<file path="src/rtl/seven_seg_scan_ctrl_if.sv">
// Display-side bus of the seven-segment scan controller: the value and
// mask inputs from the register block, and the pin outputs toward the display.
interface seven_seg_scan_ctrl_if;
    logic [31:0] disp_num;
    logic        load;
    logic [7:0]  blank_mask;
    logic [7:0]  point;
    logic [7:0]  blink_en;
    logic [7:0]  an;
    logic [7:0]  seg;
    logic        frame_done;

    // Register-block side: drives value and masks, observes the pins.
    modport master (
        output disp_num, load, blank_mask, point, blink_en,
        input  an, seg, frame_done
    );

    // Controller side.
    modport slave (
        input  disp_num, load, blank_mask, point, blink_en,
        output an, seg, frame_done
    );
endinterface

</file>
<file path="src/rtl/seven_seg_scan_ctrl.sv">
// Time-multiplexed 8-digit common-anode seven-segment scan controller.
// Each digit slot starts with a short all-off guard to avoid ghosting. The
// displayed value is swapped only at frame wrap so a frame never mixes
// old and new nibbles. Per-digit blank, decimal point and blink apply live.

// One digit lane: hex decode plus the per-digit dark condition (excluding
// the guard interval, which is common to all digits).
module seven_seg_lane (
    input  logic [3:0] nib_i,
    input  logic       point_i,
    input  logic       blank_i,
    input  logic       blink_i,
    input  logic       blink_phase_i,
    output logic [7:0] seg_o,
    output logic       dark_o
);
    logic [6:0] hex;

    // Hex to active-low {g,f,e,d,c,b,a}.
    always_comb begin
        hex = 7'h7F;
        case (nib_i)
            4'h0: hex = 7'h40;
            4'h1: hex = 7'h79;
            4'h2: hex = 7'h24;
            4'h3: hex = 7'h30;
            4'h4: hex = 7'h19;
            4'h5: hex = 7'h12;
            4'h6: hex = 7'h02;
            4'h7: hex = 7'h78;
            4'h8: hex = 7'h00;
            4'h9: hex = 7'h10;
            4'hA: hex = 7'h08;
            4'hB: hex = 7'h03;
            4'hC: hex = 7'h46;
            4'hD: hex = 7'h21;
            4'hE: hex = 7'h06;
            4'hF: hex = 7'h0E;
            default: hex = 7'h7F;
        endcase
    end

    assign seg_o  = {~point_i, hex};
    assign dark_o = blank_i | (blink_i & blink_phase_i);
endmodule

module seven_seg_scan_ctrl #(
    parameter int unsigned PRESCALE     = 50000,
    parameter int unsigned GUARD        = 4,
    parameter int unsigned BLINK_FRAMES = 64
) (
    input  logic                  clk,
    input  logic                  rst_n,
    seven_seg_scan_ctrl_if.slave  bus
);
    localparam int NUM_DIG = 8;
    localparam int NIB_W   = 4;
    localparam int CNT_W   = 16;
    localparam int DIG_W   = 3;
    localparam int FRM_W   = 8;
    localparam logic [NUM_DIG*NIB_W-1:0] SHADOW_RST = 32'hAA5555AA;

    logic [CNT_W-1:0]         cnt_q, cnt_d;
    logic [DIG_W-1:0]         d_q, d_d;
    logic [NUM_DIG*NIB_W-1:0] shadow_q, shadow_d;
    logic [NUM_DIG*NIB_W-1:0] pending_q, pending_d;
    logic                     pend_v_q, pend_v_d;
    logic [FRM_W-1:0]         fcnt_q, fcnt_d;
    logic                     phase_q, phase_d;
    logic [NUM_DIG-1:0]       an_q, an_d;
    logic [7:0]               seg_q, seg_d;
    logic                     fd_q;

    logic                     slot_end;
    logic                     wrap;
    logic                     cur_dark;
    logic [NUM_DIG-1:0][7:0]  lane_seg;
    logic [NUM_DIG-1:0]       lane_dark;

    assign slot_end = (cnt_q == CNT_W'(PRESCALE - 1));
    assign wrap     = slot_end && (d_q == DIG_W'(NUM_DIG - 1));

    genvar g;
    generate
        for (g = 0; g < NUM_DIG; g++) begin : g_lane
            seven_seg_lane u_lane (
                .nib_i         (shadow_q[g*NIB_W +: NIB_W]),
                .point_i       (bus.point[g]),
                .blank_i       (bus.blank_mask[g]),
                .blink_i       (bus.blink_en[g]),
                .blink_phase_i (phase_q),
                .seg_o         (lane_seg[g]),
                .dark_o        (lane_dark[g])
            );
        end
    endgenerate

    // Slot counter and digit index; digit advances when a slot expires.
    always_comb begin
        cnt_d = cnt_q + CNT_W'(1);
        d_d   = d_q;
        if (slot_end) begin
            cnt_d = '0;
            d_d   = d_q + DIG_W'(1);
        end
    end

    // Capture: load goes to pending; shadow swaps only at wrap, a load on
    // the wrap cycle itself bypasses pending.
    always_comb begin
        pending_d = pending_q;
        pend_v_d  = pend_v_q;
        shadow_d  = shadow_q;
        if (bus.load) begin
            pending_d = bus.disp_num;
            pend_v_d  = 1'b1;
        end
        if (wrap) begin
            pend_v_d = 1'b0;
            if (bus.load)
                shadow_d = bus.disp_num;
            else if (pend_v_q)
                shadow_d = pending_q;
        end
    end

    // Blink phase toggles on the wrap that completes BLINK_FRAMES frames.
    always_comb begin
        fcnt_d  = fcnt_q;
        phase_d = phase_q;
        if (wrap) begin
            if (fcnt_q == FRM_W'(BLINK_FRAMES - 1)) begin
                fcnt_d  = '0;
                phase_d = ~phase_q;
            end else begin
                fcnt_d = fcnt_q + FRM_W'(1);
            end
        end
    end

    // Next pin values for the current digit; guard interval forces dark.
    always_comb begin
        cur_dark = (cnt_q < CNT_W'(GUARD)) || lane_dark[d_q];
        an_d     = '1;
        seg_d    = '1;
        if (!cur_dark) begin
            an_d  = ~(NUM_DIG'(1) << d_q);
            seg_d = lane_seg[d_q];
        end
    end

    // State and registered outputs; async reset blanks the display at once.
    always_ff @(posedge clk or negedge rst_n) begin
        if (!rst_n) begin
            cnt_q     <= '0;
            d_q       <= '0;
            shadow_q  <= SHADOW_RST;
            pending_q <= '0;
            pend_v_q  <= 1'b0;
            fcnt_q    <= '0;
            phase_q   <= 1'b0;
            an_q      <= '1;
            seg_q     <= '1;
            fd_q      <= 1'b0;
        end else begin
            cnt_q     <= cnt_d;
            d_q       <= d_d;
            shadow_q  <= shadow_d;
            pending_q <= pending_d;
            pend_v_q  <= pend_v_d;
            fcnt_q    <= fcnt_d;
            phase_q   <= phase_d;
            an_q      <= an_d;
            seg_q     <= seg_d;
            fd_q      <= wrap;
        end
    end

    assign bus.an         = an_q;
    assign bus.seg        = seg_q;
    assign bus.frame_done = fd_q;
endmodule

</file>
<file path="src/flat_wrapper.sv">
// flat-port wrapper written by rule: the top's interface ports become plain ports
module seven_seg_scan_ctrl_flat 
#(
    parameter int unsigned PRESCALE     = 50000,
    parameter int unsigned GUARD        = 4,
    parameter int unsigned BLINK_FRAMES = 64
)
  (clk, rst_n, bus_disp_num, bus_load, bus_blank_mask, bus_point, bus_blink_en, bus_an, bus_seg, bus_frame_done);
  seven_seg_scan_ctrl_if bus_i ();
  input  logic clk;
  input  logic rst_n;
  input wire logic [$bits(bus_i.disp_num)-1:0] bus_disp_num;
  input wire logic [$bits(bus_i.load)-1:0] bus_load;
  input wire logic [$bits(bus_i.blank_mask)-1:0] bus_blank_mask;
  input wire logic [$bits(bus_i.point)-1:0] bus_point;
  input wire logic [$bits(bus_i.blink_en)-1:0] bus_blink_en;
  output wire logic [$bits(bus_i.an)-1:0] bus_an;
  output wire logic [$bits(bus_i.seg)-1:0] bus_seg;
  output wire logic [$bits(bus_i.frame_done)-1:0] bus_frame_done;
  assign bus_i.disp_num = bus_disp_num;
  assign bus_i.load = bus_load;
  assign bus_i.blank_mask = bus_blank_mask;
  assign bus_i.point = bus_point;
  assign bus_i.blink_en = bus_blink_en;
  assign bus_an = bus_i.an;
  assign bus_seg = bus_i.seg;
  assign bus_frame_done = bus_i.frame_done;
  seven_seg_scan_ctrl #(.PRESCALE(PRESCALE), .GUARD(GUARD), .BLINK_FRAMES(BLINK_FRAMES)) u_core (.clk(clk), .rst_n(rst_n), .bus(bus_i));
endmodule
</file>
<file path="config.mk">
export PLATFORM = sky130hd
export DESIGN_NAME = seven_seg_scan_ctrl_flat
export DESIGN_NICKNAME = d
export VERILOG_FILES = /design/src/rtl/seven_seg_scan_ctrl_if.sv /design/src/rtl/seven_seg_scan_ctrl.sv /design/src/flat_wrapper.sv
export SDC_FILE = /design/constraint.sdc
export NUM_CORES = 1
export LEC_CHECK = 0
export ABC_AREA = 1
export CAP_MARGIN = 15
export CORE_MARGIN = 4
export CORE_UTILIZATION = 54
export CTS_BUF_LIST = sky130_fd_sc_hd__clkbuf_4 sky130_fd_sc_hd__clkbuf_8
export CTS_CLUSTER_SIZE = 12
export DETAILED_ROUTE_END_ITERATION = 8
export HOLD_SLACK_MARGIN = 0.08
export PLACE_DENSITY = 0.79
export SETUP_SLACK_MARGIN = 0.3
export SYNTH_ARGS = -nofsm -noshare
export SYNTH_HDL_FRONTEND = slang
export SYNTH_HIERARCHICAL = 1
export SYNTH_SLANG_ARGS = --single-unit
</file>
<file path="constraint.sdc">
create_clock -name clk -period 1.7 [get_ports clk]
set_clock_uncertainty 0.15 [all_clocks]
set_input_delay 0.34 -clock clk [delete_from_list [all_inputs] [get_ports clk]]
set_output_delay 0.34 -clock clk [all_outputs]
set_load 0.01 [all_outputs]
</file>
==> flow_metrics.env <==
export IMPL_status="finished, violations left"
export IMPL_failed_checks="setup timing"
export IMPL_clock_power_share=0.349
export IMPL_power_frac_comb=0.088
export IMPL_async_reset_ff_frac=1.00
export IMPL_cts_tree="yes"
export IMPL_num_vias=8002
export IMPL_ys_types=35
export IMPL_period_minus_slack_ns=1.85
export IMPL_netlist_area_leader_share=0.247
export IMPL_cp_arrival_ns=1.99
export IMPL_cts_buffers=9
export IMPL_synth_seq_area_share=0.353
export IMPL_synth_area_leaders="dfrtp_1, nand2_1, dfstp_2, ha_1, nand3_1"
export IMPL_intPower_mw=3.65
export IMPL_drt_iter0_drc=727
export IMPL_crit_path_max_fanout=8
export IMPL_clockBufferDepth=2
export IMPL_layout_common_cells="nand2_1, nand3_1, buf_4"
export IMPL_switching_share=0.247
export IMPL_gp_congestion=0.919
export IMPL_p_leak_nw=5.30
export IMPL_grt_pass1_vias=7662
export IMPL_pwr_density_cell_mw_per_mm2=446
export IMPL_final_common_cell="nand2_1"
export IMPL_finalHoldViolCount=0
export IMPL_crit_path_max_incr_delay_ns=0.45
export IMPL_synth_flop_cell="dfrtp_1"
export IMPL_htreeDepth=3
export IMPL_min_period_over_period=1.09
export IMPL_grt_max_degree=70
export IMPL_yosys_warnings=6
export IMPL_synth_nets=1231
export IMPL_root_buffer="clkbuf_8"
export IMPL_path_cells="buf_4, nor2_4, nand2_2, nor2_4, nand4_4, buf_6, buf_12, nand2_4, nand2_2"
export IMPL_cp_num_buf_inv=3
export IMPL_row_count=43
export IMPL_slew_headroom=0.652
export IMPL_vdd_ir_drop_max_mv=0.318
export IMPL_wirelength_um=24000
export IMPL_core_area_mm2=0.0141
export IMPL_syn_avg_cell_area_um2=7.13
export IMPL_dp_slack_ns=-0.111
export IMPL_io_pins=76
export IMPL_synth_edff_count=0
export IMPL_gr_total_overflow=0
export IMPL_n_antenna_cell=0
export IMPL_wl_per_cell_um=16.4
export IMPL_port_buffers=75
export IMPL_required_ns=1.84
export IMPL_hold_path_class="flip-flop to flip-flop"
export IMPL_cts_sinks=110
export IMPL_ys_seq_elements=110
export IMPL_critPathTopFamily="simple AND/OR/NAND/NOR gates"
export IMPL_start_kind="flip-flop"
export IMPL_setup_viol=50
export IMPL_tightest_slew_ns=0.522
export IMPL_fmax_mhz=540
export IMPL_fillers=935
export IMPL_drive_above_1_share=0.328
export IMPL_die_w_um=129
export IMPL_seq_power_share=0.563
export IMPL_maxCapViolations=0
export IMPL_synth_top_area_cell="dfrtp_1"
export IMPL_track_usage=0.278
export IMPL_fin_setup_tns_ns=-4.29
export IMPL_area_delta_synth_final_pct=37.5
export IMPL_fp_dieH_um=129
export IMPL_critPathSlowestCell="dfrtp_2"
export IMPL_drc_errors=0
export IMPL_fin_nets=1400
export IMPL_multiInputGateArea_mm2=0.00513
export IMPL_switchingPower_mw=1.20
export IMPL_syn_inst=1108
export IMPL_rsz0062_at_grt="yes"
export IMPL_slew_violations=0
export IMPL_drtPass1Iterations=5
export IMPL_via_per_inst=5.47
export IMPL_synth_area_mm2=0.00790
export IMPL_antenna_found_initial=0
export IMPL_grt_pass1_wl_um=37100
export IMPL_dp_hpwl_um=14400
export IMPL_crit_type="flip-flop to flip-flop"
export IMPL_seq_area_mm2=0.00280
export IMPL_setup_slack_ns=-0.150
export IMPL_clk_insertion_delay_late_ns=0.40
export IMPL_cp_end_kind="flip-flop"
export IMPL_postRouteAntennaNets=0
export IMPL_dieArea_mm2=0.0166
export IMPL_initial_utilization=0.561
export IMPL_clk_pin_slew_ns=0.11
==> power groups by stage <==
stage	Combinational, mW	Sequential, mW	Clock, mW
after global placement	0.397	2.77	0
after global routing	0.464	2.73	1.83
after CTS	0.414	2.73	1.71
final	0.425	2.73	1.69
after floorplan	0.128	2.77	0
after detailed placement	0.406	2.77	0
==> cell type report <==
type	instances	share of cell area
repair buffers	209	0.194
inverters	99	0.0367
clock buffers	11	0.0128
flip-flops and latches	110	0.258
multi-input cells	848	0.472
well taps	180	0.0207
clock inverters	5	0.00610
==> cell families (layout without fill, tap and decap cells) <==
logic type,count (synthesis),in the layout,share of synthesized area
AOI/OAI and AO/OA,56,56,0.0462
adders and majority gates,64,64,0.101
xor gates and xnor gates,10,10,0.0111
DFF,110,110,0.353
and+or+nand+nor,716,718,0.393
buffers and inverters,152,324,0.0948
==> tightest hold or removal path: stages, from the launching register on <==
cell and delay, ns:
dfrtp_1 0.33, nand2_1 0.05, nand2_1 0.07
==> timing repair <==
item | CTS | global route
pin swaps | 66 | 49
hold endpoints to repair | 78 | 0
resized for setup | 207 | 78
setup endpoints to repair | 91 | 93
gates cloned | 6 | 0
hold buffers | 1 | 0
setup buffers | 45 | 6
==> path summary, 6_finish.rpt <==
path | startpoint | end | slack, ns | depth (start not counted)
max in group asynchronous | rst_n | u_core/shadow_q[7] | 0.59 | 3
max | u_core/cnt_q[7] | u_core/shadow_q[6] | -0.15 | 9
min in group asynchronous | rst_n | u_core/pending_q[17] | 0.34 | 3
min | u_core/pending_q[4] | u_core/pending_q[4] | 0.33 | 2
min reg2reg | u_core/pending_q[4] | u_core/pending_q[4] | 0.33 | 2
max reg2reg | u_core/cnt_q[7] | u_core/shadow_q[6] | -0.15 | 9
==> through the flow <==
| step | power (mW) | instance area, µm² | utilization | instances | hold WS, ns |
|---|---|---|---|---|---|
| 4_1_cts | 4.85 | 10600 | 0.749 | 1456 | 0.333 |
| 2_1_floorplan | 2.90 | 8170 | - | 1108 | -0.106 |
| 6_report | 4.85 | 10900 | 0.771 | 1462 | 0.333 |
| 5_1_grt | 5.03 | 10900 | 0.771 | 1462 | 0.344 |
| 3_3_place_gp | 3.16 | 9410 | 0.667 | 1388 | 0.233 |
| 3_5_place_dp | 3.18 | 9410 | 0.667 | 1388 | 0.242 |
==> cell usage after synthesis, types with 2 or more instances <==
| cell | instances |
|---|---|
| o21ai_2 | 10 |
| nor3_1 | 2 |
| buf_2 | 20 |
| buf_6 | 20 |
| dfstp_2 | 32 |
| nand2_1 | 456 |
| xnor2_1 | 3 |
| or2_2 | 2 |
| nor2_4 | 5 |
| nor2_1 | 41 |
| inv_1 | 87 |
| ha_1 | 64 |
| clkbuf_1 | 11 |
| inv_2 | 11 |
| nor2_2 | 5 |
| nand4_1 | 34 |
| nand3b_1 | 2 |
| o21ai_0 | 13 |
| xor2_1 | 7 |
| dfrtp_1 | 78 |
| nand3_1 | 140 |
| a21oi_1 | 3 |
| a21o_1 | 8 |
| o21ai_1 | 11 |
| o21a_1 | 8 |
| nand2_2 | 25 |
| nand3_2 | 2 |
==> state kept, by name, indices dropped and copies added (netlist names) <==
signal,cells
u_core/bus.an,8
u_core/bus.frame_done,1
u_core/bus.seg,8
u_core/cnt_q,16
u_core/d_q,3
u_core/fcnt_q,8
u_core/pend_v_q,1
u_core/pending_q,32
u_core/phase_q,1
u_core/shadow_q,32
==> layer usage <==
metal / routed length [µm] / GRT usage / vias up
met5: 0 / 0 / -
met1: 9850 / 0.369 / 3743
met4: 1010 / 0.0883 / 0
met2: 11600 / 0.463 / 340
met3: 1520 / 0.0473 / 82
li1: - / - / 3837
Power figures use the tool's default switching activity.
